===== config.mk =====
export PLATFORM = sky130hd
export DESIGN_NAME = mod_counter_bank
export DESIGN_NICKNAME = d
export VERILOG_FILES = /design/src/rtl/mod_counter_bank.sv
export SDC_FILE = /design/constraint.sdc
export NUM_CORES = 1
export LEC_CHECK = 0
export CAP_MARGIN = 10
export CORE_MARGIN = 2
export CORE_UTILIZATION = 52
export DETAILED_ROUTE_END_ITERATION = 8
export PLACE_DENSITY = 0.83
export SYNTH_ARGS = -nofsm -noshare
export SYNTH_HDL_FRONTEND = slang
export SYNTH_SLANG_ARGS = --single-unit

===== constraint.sdc =====
create_clock -name clk -period 3.28 [get_ports clk]
set_clock_uncertainty 0.05 [all_clocks]
set_input_delay 0.984 -clock clk [delete_from_list [all_inputs] [get_ports clk]]
set_output_delay 0.984 -clock clk [all_outputs]
set_load 0.005 [all_outputs]

===== src/rtl/mod_counter_bank.sv =====
// Bank of N independent W-bit limit counters (up/down, load, wrap/saturate) with terminal-count pulses.
// One-cycle latency from en/load to count/tc, all outputs registered; always accepts input, no backpressure.
module mod_counter_bank #(
    parameter int W           = 10,
    parameter int N           = 4,
    parameter bit SAT_DEFAULT = 1'b0
) (
    input  logic             clk,
    input  logic             rst_n,
    input  logic [N-1:0]     en,
    input  logic [N-1:0]     up,
    input  logic [N-1:0]     load,
    input  logic [N*W-1:0]   load_val,
    input  logic [N*W-1:0]   limit,
    input  logic             mode_wr,
    input  logic             sat_in,
    output logic [N*W-1:0]   count,
    output logic [N-1:0]     tc,
    output logic             sat_mode
);

    always_ff @(posedge clk or negedge rst_n) begin
        if (!rst_n) begin
            sat_mode <= SAT_DEFAULT;
        end else if (mode_wr) begin
            sat_mode <= sat_in;
        end
    end

    for (genvar i = 0; i < N; i++) begin : g_ch
        logic [W-1:0] cnt_q;
        logic         tc_q;
        logic [W-1:0] lim;
        logic [W-1:0] ldv;

        assign lim = limit[i*W +: W];
        assign ldv = load_val[i*W +: W];

        // Boundary compare precedes the +1/-1, so neither step can overflow W bits.
        always_ff @(posedge clk or negedge rst_n) begin
            if (!rst_n) begin
                cnt_q <= '0;
                tc_q  <= 1'b0;
            end else if (load[i]) begin
                cnt_q <= (ldv > lim) ? lim : ldv;
                tc_q  <= 1'b0;
            end else if (en[i]) begin
                if (cnt_q > lim) begin
                    cnt_q <= lim;
                    tc_q  <= 1'b0;
                end else if (up[i]) begin
                    if (cnt_q == lim) begin
                        cnt_q <= sat_mode ? lim : '0;
                        tc_q  <= 1'b1;
                    end else begin
                        cnt_q <= cnt_q + 1'b1;
                        tc_q  <= 1'b0;
                    end
                end else begin
                    if (cnt_q == '0) begin
                        cnt_q <= sat_mode ? '0 : lim;
                        tc_q  <= 1'b1;
                    end else begin
                        cnt_q <= cnt_q - 1'b1;
                        tc_q  <= 1'b0;
                    end
                end
            end else begin
                tc_q <= 1'b0;
            end
        end

        assign count[i*W +: W] = cnt_q;
        assign tc[i]           = tc_q;

`ifdef FORMAL
        ap_f0: assert property (@(posedge clk) disable iff (!rst_n)
            $past(rst_n) && $past(en[i] | load[i]) |-> cnt_q <= $past(lim));
        ap_f1: assert property (@(posedge clk) disable iff (!rst_n)
            $past(rst_n) && tc_q |-> (cnt_q == '0) || (cnt_q == $past(lim)));
        ap_f2: assert property (@(posedge clk) disable iff (!rst_n)
            $past(rst_n) && !$past(en[i] | load[i]) |-> (cnt_q == $past(cnt_q)) && !tc_q);
        ap_f3: assert property (@(posedge clk) disable iff (!rst_n)
            $past(rst_n) && $past(load[i]) |-> !tc_q);
`endif
    end

`ifdef FORMAL
    cp_wrap_tc: cover property (@(posedge clk) disable iff (!rst_n)
        $past(rst_n) && !sat_mode && $rose(tc[0]));
`endif

endmodule


* Word-level counts from Yosys, hierarchy flattened
Cells that the tools add are included.
** Word-level totals
- Flip-flop bits (word level) :: 45
- Bits in latches :: 0
- Bits in writable memories :: 0
- ROM bits :: 0
- Input bits :: 96
- Word-level logic and storage cells :: 97
- Memories kept :: 0
** Operators by class
- Add/subtract/negate cells :: 8
- $mul :: 0
- Divide/modulo/power cells :: 0
- Magnitude comparators :: 8
- Eq/ne operators :: 4
- Shifts and indexed selects :: 0
- Muxes and demuxes :: 60
- Bitwise gates (word level) :: 0
- Reduce and logical (&&, ||, !) cells :: 8
** Operators by type and width (count)
- 10-bit two-way mux :: 36
- 10-bit greater-than comparator :: 8
- 10-bit by 1-bit adder with 10-bit output, second input constant :: 4
- 10-bit equality test :: 4
- 10-bit zero test :: 4
- 10-bit by 1-bit subtractor with 10-bit output, second input constant :: 4
- 1-bit two-way mux :: 24
- 2-bit nonzero test :: 4

* Logic depth before layout (Yosys ltp)
- Word-level depth :: 6
- Depth in mapped cells :: 11
- Mapped depth without buffers :: 9

* Least setup slack after synthesis
OpenSTA, ideal clock, no wires.
- Path kind :: input port to flip-flop
- Start :: in limit[13]
- End :: reg g_ch[1].cnt_q[3]
- Setup time :: 0.104 ns
- Arrival time :: 3.066 ns
- Data required time :: 3.126 ns
- Setup slack :: 0.061 ns
- Cell stages on the path :: 8
- Path buffers :: 0
- Cells stage by stage :: inv_1 ha_1 nand4_1 nor3_2 a211oi_1 nor2_1 mux2_2 a221oi_1
** Between the ends
- Longest elaborated chain between the ends :: 6
- Elaborated cells on any way between the ends :: 12
- Classes of those cells :: order compare (2); eq/ne (1); mux (9)
** Ends and longest elaborated chain
- start: declaration :: line 14 : input logic [N*W-1:0] limit,
- parallel branches: the longest is 5 deep, another holds 10-bit greater-than comparator
- 10-bit two-way mux (*) :: line 44 : end else if (load[i]) begin
- end signal: assignment :: line 45 : cnt_q <= (ldv > lim) ? lim : ldv;
- end signal: assignment :: line 49 : cnt_q <= lim;
- end signal: assignment :: line 53 : cnt_q <= sat_mode ? lim : '0;
- end: declaration :: line 31 : logic [W-1:0] cnt_q;
Every way passes the cells marked *. The select of a mux whose other input is x is not followed.
A chain may end at the register's enable or synchronous reset.

* Final worst setup path
- Start :: in limit[29]
- End :: reg g_ch[2].cnt_q[1]
** Between the ends
- Longest elaborated chain between the ends :: 6
- Elaborated cells on any way between the ends :: 9
- Classes of those cells :: order compare (2); eq/ne (1); mux (6)
** Ends and longest elaborated chain (line)
- parallel branches: the longest is 5 deep, another holds 10-bit greater-than comparator
- 10-bit two-way mux (*) :: 44
- end signal: assignment :: 45
- end signal: assignment :: 49
- end signal: assignment :: 53
- end: declaration :: 31
Marked as above.

==> impl_results.md <==
- Slew Limit Headroom: 0.572
- Reg-to-reg setup timing slack: 370 ps
- Share of cells above drive strength 1: 0.228
- Initial Util: 0.535
- Number of vias per cell: 6.35
- Flop pwr share: 0.245
- Final setup violation count: 6
- Via count: 8806
- Final critical-path setup slack: -72.3 ps
- Slowest-stage cell, CP: clkdlybuf4s50_1
- Ys flop type: dfrtp_1
- Distinct cells, synth: 77
- Worst r2r dst: g_ch[2].cnt_q[6]
- Critical path peak fanout: 5
- Worst-path cell chain: clkdlybuf4s50_1 -> inv_2 -> ha_4 -> nand4_1 -> or3_4 -> nand2_1 -> nor2_1 -> buf_4 -> a311o_1 -> a21oi_2 -> a221oi_2
- WL final: 25900 um
- Critical Path Start Type: input pin
- Tot GR Track Use: 0.326
- Tcrit/Tclk final: 1.02
- Switching Share: 0.440
- Tmin final: 3350 ps
- CTS root buf: clkbuf_16
- First-pass DRT Iterations: 5
- Clk_lat worst skew: 310 ps
- First-pass GRT wire length: 39100 um
- Hold Path Class: in2async
- Pwr/cell area: 375 nW/um2
- Async S/R FF share, synth: 1.00
- Mapped Area: 7110 um2
- Max clock buf depth: 2
- CORE AREA: 13300 um2
- Cell Rows: 42
- Syn nets: 1134
- Die ar.: 14600 um2
- Seq/Total Area, Yosys: 0.158
- Status: finished with violations
- CP top delay family: simple AND/OR/NAND/NOR gates
- Final Cell Area: 10300 um2
- Io pins: 141
- Combinational share of power: 0.611
- Vias in the first global route: 8223
- Reg clk slew, reported paths: 70 ps
- Int Pwr: 2160 uW
- Routability Congestion: 0.982
- Psw: 1690 uW
- Reg2reg start: g_ch[2].cnt_q[0]
- Fmax: 298 MHz
- Area of the multi-input gates: 5790 um2
- Required time of the critical path: 3390 ps
- Most frequent cells in the layout: buf_4, clkdlybuf4s50_1, ha_1
- WHS: 435 ps
- Commonest non-fill, non-tap cell in the layout: buf_4
- Fillers: 960
- Crit end category: flop
- Max-capacitance violation count: 0
- Syn avg cell area: 7.48 um2
- WS Path Type: in2reg
- Reg2Reg Depth: 9
- Num CTS Buffers: 5
- Die height: 121 um
- # diodes: 0
- RSZ-0062 raised after global routing: true
- CTS sink cnt: 45
- 1st-iter DRT viols: 1113
- Overflow after GRT: 0
- Worst Tran Pin Value: 636 ps
- VDD IR max: 0.000260 V
- H-tree Lvls: 2
- Critical Path AT: 3470 ps
- Ys Warns: 0
- Placed cell area: 9740 um2
- Die Wd: 121 um
- Nets: 1394
- IO buf count: 140
- Leading area contributor after synthesis: dfrtp_1
- Leakage Power: 0.00449 uW
- Max incr delay on CP: 520 ps
- Wirelength per Cell: 18.6 um
- Post-synth top area share: 0.158
- Failing checks: setup timing
- #FFs+latches synth: 45
- Final core utilization: 0.773
- Clk pwr share: 0.144
- Post-synth EDFFs: 0
- Max-slew violation count: 0
- DPL Wire Length: 19000 um
- Overall power: 3850 uW
- Post-Synthesis Cells: 950
- FF+latch area: 1130 um2
- CP bufs+invs: 3
- Initial antenna violation count: 0
- Final Hold Vio Count: 0
- Layout area overhead: 44.6%
- Top cells by area, synth: dfrtp_1, ha_1, a21oi_1, nor2_1, mux2i_1
- Largest net degree at the start of global routing: 31
- Drt drc: 0
- CTS tree: built
- Post-route ant nets: 0
[through the flow]
stage / worst slack (ps) / TNS (ps) / instances
global placement: -466 / -8910 / 1373
CTS: 1.99 / 0 / 1382
floorplan: 60.6 / 0 / 950
detailed placement: -551 / -12520 / 1373
finish: -72.3 / -232 / 1387
global route: -139 / -1150 / 1387
[power groups by stage]
stage	Sequential [uW]	Combinational, uW	Clock [uW]
3_3_place_gp	926	2050	0
4_1_cts	924	2160	550
5_1_grt	958	2540	572
6_report	943	2350	554
3_5_place_dp	933	2110	0
2_1_floorplan	781	1280	0
[layer usage]
metal,up-vias,GRT usage,part of all wire
met2,528,0.559,0.48
met5,-,0,0
li1,4115,-,-
met3,77,0.0423,0.088
met4,0,0.101,0.024
met1,4086,0.426,0.41
[state kept, by name, summed over array words and instances (netlist names)]
register    cells
g_ch.tc_q       4
sat_mode        1
g_ch.cnt_q     40
[timing repair]
| action | CTS | global route |
|---|---|---|
| hold buffers | 0 | 0 |
| endpoints found under the setup margin | 27 | 31 |
| buffers inserted | 1 | 5 |
| pin swaps | 7 | 20 |
| resized for setup | 17 | 61 |
[how the worst max path moves through the flow]
stage                         start                to  slack, ps  cells after the start
final                     limit[29]  g_ch[2].cnt_q[1]        -70                     11
after global routing      limit[28]  g_ch[2].cnt_q[0]       -140                     11
after CTS                 limit[13]  g_ch[1].cnt_q[4]          2                     12
after detailed placement  limit[19]  g_ch[1].cnt_q[9]       -550                     10
after global placement    limit[19]  g_ch[1].cnt_q[9]       -470                     10
after floorplan           limit[13]  g_ch[1].cnt_q[3]         60                      8
[cells in the mapped netlist, types with 5 or more instances]
master and n:
clkbuf_1 53, or3_1 5, nand2_1 72, o21a_1 7, a311oi_1 6, ha_1 88, nor3_1 47, nor3b_1 8
o31ai_1 7, inv_1 61, a22oi_1 10, mux2_2 11, dfrtp_1 45, o211ai_1 17, a21oi_1 67, nand4_1 18
nand3_1 36, nor2_1 76, a221oi_1 19, nor2b_1 11, a21boi_0 5, mux2i_1 27, a21o_1 11, nor4_1 7
o21ai_0 47, nand2b_1 8, and4_1 7, a211oi_1 18, xnor2_1 18, a31oi_1 17, xor2_1 17
[cell type report]
type,count,share of cell area
sequential,45,0.110
inverter,61,0.0223
clock inverter,3,0.00207
clock buffer,5,0.0122
timing repair buffer,320,0.269
multi-input combinational,777,0.564
tap,176,0.0214
[kinds of logic after synthesis]
group                      share of synthesized area
xor gates and xnor gates                      0.0431
muxes                                         0.0554
buffers and inverters                         0.0734
DFF                                            0.158
and+or+nand+nor                                0.234
AOI/OAI and AO/OA                              0.280
adders and majority gates                      0.155
No activity file was read; power rests on OpenSTA's default activity.
